**src/rtl/background_fill_ctrl.sv**
```systemverilog
// background_fill_ctrl
//
// Write-port controller for the background frame memory. The memory is
// WIDTH x HEIGHT pixels stored column-major (address = y + HEIGHT*x).
// The controller turns rectangle-fill commands into one write per pixel.
// It also takes single-pixel writes from a second requester, which always
// have priority over the fill.
//
// Ports
//   clk, reset            : single clock, synchronous active-high reset
//   cmd_valid/cmd_ready   : fill command handshake
//   cmd_x0..cmd_y1        : inclusive rectangle bounds
//   cmd_color             : fill colour
//   px_valid/px_ready     : single-pixel write handshake
//   px_x, px_y, px_color  : single-pixel write
//   busy                  : a fill is in progress
//   done                  : one-cycle pulse on fill completion or rejection
//   err                   : one-cycle pulse on a rejected command
//   ram_waddr/ram_din/ram_we : registered memory write port
module background_fill_ctrl #(
  parameter  int NUMBER_COLORS = 10,
  parameter  int WIDTH         = 320,
  parameter  int HEIGHT        = 240,
  localparam int CW            = $clog2(NUMBER_COLORS) + 1,
  localparam int AW            = $clog2(WIDTH * HEIGHT)
) (
  input  logic          clk,
  input  logic          reset,
  input  logic          cmd_valid,
  output logic          cmd_ready,
  input  logic [8:0]    cmd_x0,
  input  logic [8:0]    cmd_x1,
  input  logic [7:0]    cmd_y0,
  input  logic [7:0]    cmd_y1,
  input  logic [CW-1:0] cmd_color,
  input  logic          px_valid,
  output logic          px_ready,
  input  logic [8:0]    px_x,
  input  logic [7:0]    px_y,
  input  logic [CW-1:0] px_color,
  output logic          busy,
  output logic          done,
  output logic          err,
  output logic [AW-1:0] ram_waddr,
  output logic [CW-1:0] ram_din,
  output logic          ram_we
);

  typedef enum logic {
    IDLE = 1'b0,
    FILL = 1'b1
  } state_t;

  state_t        state, state_next;

  logic [8:0]    x0_q, x1_q, x0_next, x1_next;
  logic [7:0]    y0_q, y1_q, y0_next, y1_next;
  logic [CW-1:0] color_q, color_next;
  logic [8:0]    cur_x, cur_x_next;
  logic [7:0]    cur_y, cur_y_next;

  logic          we_next;
  logic [AW-1:0] waddr_next;
  logic [CW-1:0] din_next;
  logic          done_next;
  logic          err_next;

  logic          px_accept;
  logic          px_in_range;
  logic          cmd_bad;
  logic          last_step;

  // Column-major address, computed at full address width so the top
  // corner (WIDTH*HEIGHT-1) is reachable without truncation.
  function automatic logic [AW-1:0] pix_addr(input logic [8:0] x, input logic [7:0] y);
    return AW'(y) + AW'(HEIGHT) * AW'(x);
  endfunction

  assign cmd_ready   = (state == IDLE) && !reset;
  assign px_ready    = !reset;
  assign busy        = (state == FILL);
  assign px_accept   = px_valid && px_ready;
  assign px_in_range = (32'(px_x) < 32'(WIDTH)) && (32'(px_y) < 32'(HEIGHT));
  assign cmd_bad     = (cmd_x0 > cmd_x1) || (cmd_y0 > cmd_y1) ||
                       (32'(cmd_x1) >= 32'(WIDTH)) || (32'(cmd_y1) >= 32'(HEIGHT));
  assign last_step   = (cur_x == x1_q) && (cur_y == y1_q);

  // Next-state and next-output logic. A pixel write goes to the memory port
  // first. An accepted pixel, even an out-of-range one that is dropped,
  // stalls the fill for that cycle so the two never collide. The fill walks
  // y fastest so consecutive writes hit consecutive addresses.
  always_comb begin
    state_next = state;
    x0_next    = x0_q;
    x1_next    = x1_q;
    y0_next    = y0_q;
    y1_next    = y1_q;
    color_next = color_q;
    cur_x_next = cur_x;
    cur_y_next = cur_y;
    we_next    = 1'b0;
    waddr_next = ram_waddr;
    din_next   = ram_din;
    done_next  = 1'b0;
    err_next   = 1'b0;

    if (px_accept && px_in_range) begin
      we_next    = 1'b1;
      waddr_next = pix_addr(px_x, px_y);
      din_next   = px_color;
    end

    case (state)
      IDLE: begin
        if (cmd_valid && cmd_ready) begin
          if (cmd_bad) begin
            err_next  = 1'b1;
            done_next = 1'b1;
          end else begin
            x0_next    = cmd_x0;
            x1_next    = cmd_x1;
            y0_next    = cmd_y0;
            y1_next    = cmd_y1;
            color_next = cmd_color;
            cur_x_next = cmd_x0;
            cur_y_next = cmd_y0;
            state_next = FILL;
          end
        end
      end
      FILL: begin
        if (!px_accept) begin
          we_next    = 1'b1;
          waddr_next = pix_addr(cur_x, cur_y);
          din_next   = color_q;
          if (last_step) begin
            done_next  = 1'b1;
            state_next = IDLE;
          end else if (cur_y == y1_q) begin
            cur_y_next = y0_q;
            cur_x_next = cur_x + 9'd1;
          end else begin
            cur_y_next = cur_y + 8'd1;
          end
        end
      end
      default: state_next = IDLE;
    endcase
  end

  // State and registered memory port. Reset drops any fill in flight
  // and silences the write port straight away.
  always_ff @(posedge clk) begin
    if (reset) begin
      state     <= IDLE;
      x0_q      <= '0;
      x1_q      <= '0;
      y0_q      <= '0;
      y1_q      <= '0;
      color_q   <= '0;
      cur_x     <= '0;
      cur_y     <= '0;
      ram_we    <= 1'b0;
      ram_waddr <= '0;
      ram_din   <= '0;
      done      <= 1'b0;
      err       <= 1'b0;
    end else begin
      state     <= state_next;
      x0_q      <= x0_next;
      x1_q      <= x1_next;
      y0_q      <= y0_next;
      y1_q      <= y1_next;
      color_q   <= color_next;
      cur_x     <= cur_x_next;
      cur_y     <= cur_y_next;
      ram_we    <= we_next;
      ram_waddr <= waddr_next;
      ram_din   <= din_next;
      done      <= done_next;
      err       <= err_next;
    end
  end

endmodule

```
**config.mk**
```make
export PLATFORM = sky130hd
export DESIGN_NAME = background_fill_ctrl
export DESIGN_NICKNAME = d
export VERILOG_FILES = /design/src/rtl/background_fill_ctrl.sv
export SDC_FILE = /design/constraint.sdc
export NUM_CORES = 1
export LEC_CHECK = 0
export CORE_MARGIN = 2
export CORE_UTILIZATION = 60
export DETAILED_ROUTE_END_ITERATION = 12
export PLACE_DENSITY = 0.87
export SKIP_LAST_GASP = 1
export SLEW_MARGIN = 20
export SYNTH_ARGS = -nofsm -noshare
export SYNTH_HDL_FRONTEND = slang
export SYNTH_SLANG_ARGS = --single-unit
```
**constraint.sdc**
```tcl
create_clock -name clk -period 10.2 [get_ports clk]
set_input_delay 2.04 -clock clk [delete_from_list [all_inputs] [get_ports clk]]
set_output_delay 2.04 -clock clk [all_outputs]
set_load 0.02 [all_outputs]
```
# After elaboration in Yosys (flattened, before gate mapping)
# Cells that the tools add are included.
[classes]
muxes = 31
magnitude_cmp = 6
n_bitwise = 2
n_mul = 2
add_sub_neg = 4
eq_ne = 7
reduce_logical = 14
[ops]
columns = ["op", "n"]
rows = [
  ["$mux W17", 3],
  ["$mux W9", 5],
  ["$mux W8", 5],
  ["$add A8 B17 Y17", 2],
  ["$mul A4 B9 Y13 const A", 2],
  ["$pmux W9 S2", 1],
  ["$pmux W8 S2", 1],
  ["$mux W5", 3],
  ["$mux W1", 11],
  ["$add A9 B1 Y9 const B", 1],
  ["$eq A9 B9 Y1", 1],
  ["$ge A9 B9 Y1 const B", 1],
  ["$gt A9 B9 Y1", 1],
  ["$lt A9 B9 Y1 const B", 1],
  ["$add A8 B1 Y8 const B", 1],
  ["$eq A8 B8 Y1", 1],
  ["$ge A8 B8 Y1 const B", 1],
  ["$gt A8 B8 Y1", 1],
  ["$lt A8 B8 Y1 const B", 1],
  ["$logic_and A1 B1 Y1", 6],
  ["$ne A2 B2 Y1 const B", 3],
  ["$reduce_and A5 Y1", 1],
  ["$ne A2 B1 Y1 const B", 2],
  ["$pmux W1 S2", 2],
  ["other kinds (6)", 9],
]
[word_totals]
input_bits = 65
reg_bits = 73
output_inout_bits = 28

# Logic depth before layout (Yosys ltp)
[logic_depth]
ltp_word = 7
depth_mapped = 13
depth_no_buf = 13

# Worst setup path after synthesis
# OpenSTA, ideal clock, no wires.
[synth_timing]
kind = "in2reg"
start = "input port px_x[4]"
end = "register ram_waddr[16]"
cell_stages = 13
path_slack_ns = 4.792
required_ns = 10.142
t_arrival_ns = 5.350
n_path_buf = 0
path_cell_list = "inv_1 > fa_1 > fa_1 > inv_1 > ha_1 > nand2_1 > o311a_1 > o211a_1 > a2111oi_1 > nor3_1 > xnor2_1 > a211oi_1 > o21a_1"
[synth_between]
elab_chain_len = 6
[synth_rtl]
columns = ["element", "line_no", "text"]
rows = [
  ["start, declared", "38", "input logic [8:0] px_x,"],
  ["parallel branches: the longest is 3 deep, another holds $add A8 B17 Y17", "n/a", ""],
  ["$mux W17 *", "107", "if (px_accept && px_in_range) begin"],
  ["$mux W17", "132", "if (!px_accept) begin"],
  ["$mux W17 *", "113", "case (state)"],
  ["end signal, assigned", "178", "ram_waddr <= waddr_next;"],
  ["end, declared", "44", "output logic [AW-1:0] ram_waddr,"],
]
# Mark *: on every way between the ends.
# A chain may end at the register's enable or synchronous reset.

# Final worst setup path
[layout_timing]
start = "input port reset"
end = "output port px_ready"
[layout_between]
elab_chain_len = 1
[layout_rtl]
columns = ["element", "line_no", "text"]
rows = [
  ["start, declared", "28", "input logic reset,"],
  ["$logic_not A1 Y1", "80", "assign px_ready = !reset;"],
  ["end, declared", "37", "output logic px_ready,"],
]
# No other way between the ends.

==> out/results.tsv <==
metric	value	unit
run status	complete, no violations	
Period minus WS final	5.91	ns
Synth Register Bits	73	
commonest non-fill, non-tap cell in the layout	clkdlybuf4s50_1	
leakage	3.53	nW
Die Y	107	um
setup ws final	4.29	ns
Metal-1 WL	6.45	mm
MaxCap Viol Count	0	
Worst Path Required	8.16	ns
Seq/Total Area, Yosys	23.1	%
vias in the first global route	5709	
initial antenna violation count	0	
Max FO, Critical Path	72	
Warnings, synthesis	0	
Slew Viols, Final	0	
syn nets	909	
Initial Util	61.7	%
DR WL met3	956	um
clock tree sinks	73	
drt first pass iters	5	
RSZ-0062 raised after global routing	false	
Sum Neg Setup Slack	0	ns
proportion of power drawn by combinational gates	44.0	%
total CTS buffers	9	
# setup viols final	0	
clk_lat worst skew	0.36	ns
CTS tree	yes	
Power Density	131	nW/um^2
CP Launch Type	primary input	
dominant synthesized flop cell	dfxtp_1	
worst path cell trace	buf_2, buf_4, inv_1, clkdlybuf4s50_1	
Pint	613	uW
CTS Hold Bufs	0	
met2 wire length	7.75	mm
root buffer cell	clkbuf_8	
min-delay worst type	register to register	
CP Class	primary input to output port	
Reg power frac	32.2	%
global route overflow	0	
Buffers on Ports	92	
ys async rst share	0	%
GRT Total Usage	27.8	%
layout cells sized above 1	4.92	%
Fmax	169	MHz
Max Buffers Root-to-Sink	2	
crit path DAT	3.87	ns
H-tree levels	3	
critical path endpoint category	output port	
DR DRC count	0	
Area Overhead vs Synth	19.5	%
die footprint	11400	um^2
sw power	379	uW
Layout Cells excl Fill	970	
most frequent cells in the layout	clkdlybuf4s50_1, inv_1, nor2_1, dfxtp_1, ha_1	
clock-pin slew on the worst setup and hold paths	0.09	ns
pre-CTS setup slack	4.06	ns
CTS resizes	0	
vias per cell	5.88	
Synth Cell Area	6340	um^2
Hold Slack	0.460	ns
I/O pin cnt	93	
Final Hold Viols	0	
via count	5705	
Final period util	57.9	%
Detail Route Antenna Nets	0	
first-pass GRT wire length	25.9	mm
syn avg cell area	8.48	um^2
row count	37	
Worst Clk Skew	0.0150	ns
power share of the clock group	23.7	%
crit path max-delay cell type	clkdlybuf4s50_1	
final net count	991	
Syn Inst Count	747	
count of different cell masters after synthesis	65	
Die X	107	um
n_diodes	0	
top routing layer used	met4	
Slew headroom	34.0	%
Routed WL per cell	16.1	um
Final Util	73.7	%
sw frac	38.2	%
post-DP HPWL	12.0	mm
# Post-CTS Setup Buffers	0	
final WL	15.6	mm
Critical Path Max Stage Delay	0.66	ns
largest net degree at the start of global routing	73	
Least-Margin Pin Slew	0.990	ns
Initial DRC Count	370	
number of synthesized flops with an enable pin	0	
Placed Cells incl. Taps	954	
core footprint	10300	um^2
RePlAce Congestion	0.872	
Worst VDD drop	0.0989	mV
## power groups by stage
stage | combinational [mW] | sequential [mW] | clock (mW)
CTS | 0.434 | 0.319 | 0.236
detailed placement | 0.430 | 0.325 | 0
global route | 0.485 | 0.321 | 0.247
floorplan | 0.307 | 0.329 | 0
global placement | 0.415 | 0.325 | 0
finish | 0.436 | 0.320 | 0.235
## layout make-up
cell class | count | area [um^2]
inverter | 81 | 304
clock buffer | 9 | 124
timing repair buffer | 98 | 961
clock inverter | 7 | 77.6
multi-input combinational | 566 | 4470
fill | 764 | 2710
sequential | 73 | 1460
tap | 136 | 170
## final timing paths
check | startpoint | to | slack, ns | depth (start not counted)
min | ram_waddr[0]$_SDFF_PP0_ | ram_waddr[0]$_SDFF_PP0_ | 0.46 | 2
min reg2reg | ram_waddr[0]$_SDFF_PP0_ | ram_waddr[0]$_SDFF_PP0_ | 0.46 | 2
max | reset | px_ready | 4.29 | 4
max reg2reg | cur_x[2]$_SDFFE_PP0P_ | ram_waddr[16]$_SDFF_PP0_ | 5.84 | 13
## critical path: cells and delay by family
kind / cells / cell delay (ns)
buffers and inverters: 4 / 1.81
## flip-flops by register name (all words and copies together) (netlist names)
signal	cells
cur_y	8
err	1
done	1
busy	1
ram_din	5
ram_waddr	17
x1_q	9
y0_q	8
cur_x	9
y1_q	8
ram_we	1
color_q	5
## cells in the mapped netlist (all sizes together) (6+ instances only)
cell	count	area share, %
a2111oi	6	1.1
a211oi	9	1.2
a21o	11	1.3
a21oi	56	4.4
a22oi	12	1.4
and3	7	0.69
clkbuf	25	1.5
dfxtp	73	23
fa	32	10
ha	65	13
inv	81	4.8
mux2i	36	5.7
nand2	45	2.7
nand3	13	1.0
nand4	9	0.89
nor2	76	4.5
nor2b	9	1.0
nor3	22	1.7
o21a	11	1.4
o21ai	25	2.0
o32ai	8	1.1
xnor2	26	3.6
xor2	25	3.5
## routing by layer
| metal | up-vias | track usage, % |
|---|---|---|
| met5 | - | 0 |
| met4 | 0 | 10.9 |
| met3 | 38 | 4.32 |
| met2 | 204 | 49.0 |
| met1 | 2687 | 33.8 |
| li1 | 2776 | - |
## cell families (layout without fill, tap and decap cells)
kind of cell    count (synthesis)  in the layout  synth area share (%)
mux                            36             36                  5.69
fa+ha+maj                      97             97                  22.9
flops                          73             73                  23.1
compound gates                175            175                  19.2
buf+inv                       108            195                  6.42
xor+xnor                       51             51                  7.05
simple gates                  207            207                  15.7
## through the flow
stage / power [mW] / area (um^2)
4_1_cts: 0.989 / 7570
3_5_place_dp: 0.756 / 7370
6_report: 0.991 / 7570
2_1_floorplan: 0.637 / 6340
3_3_place_gp: 0.739 / 7370
5_1_grt: 1.05 / 7570
No activity file was read; power rests on OpenSTA's default activity.
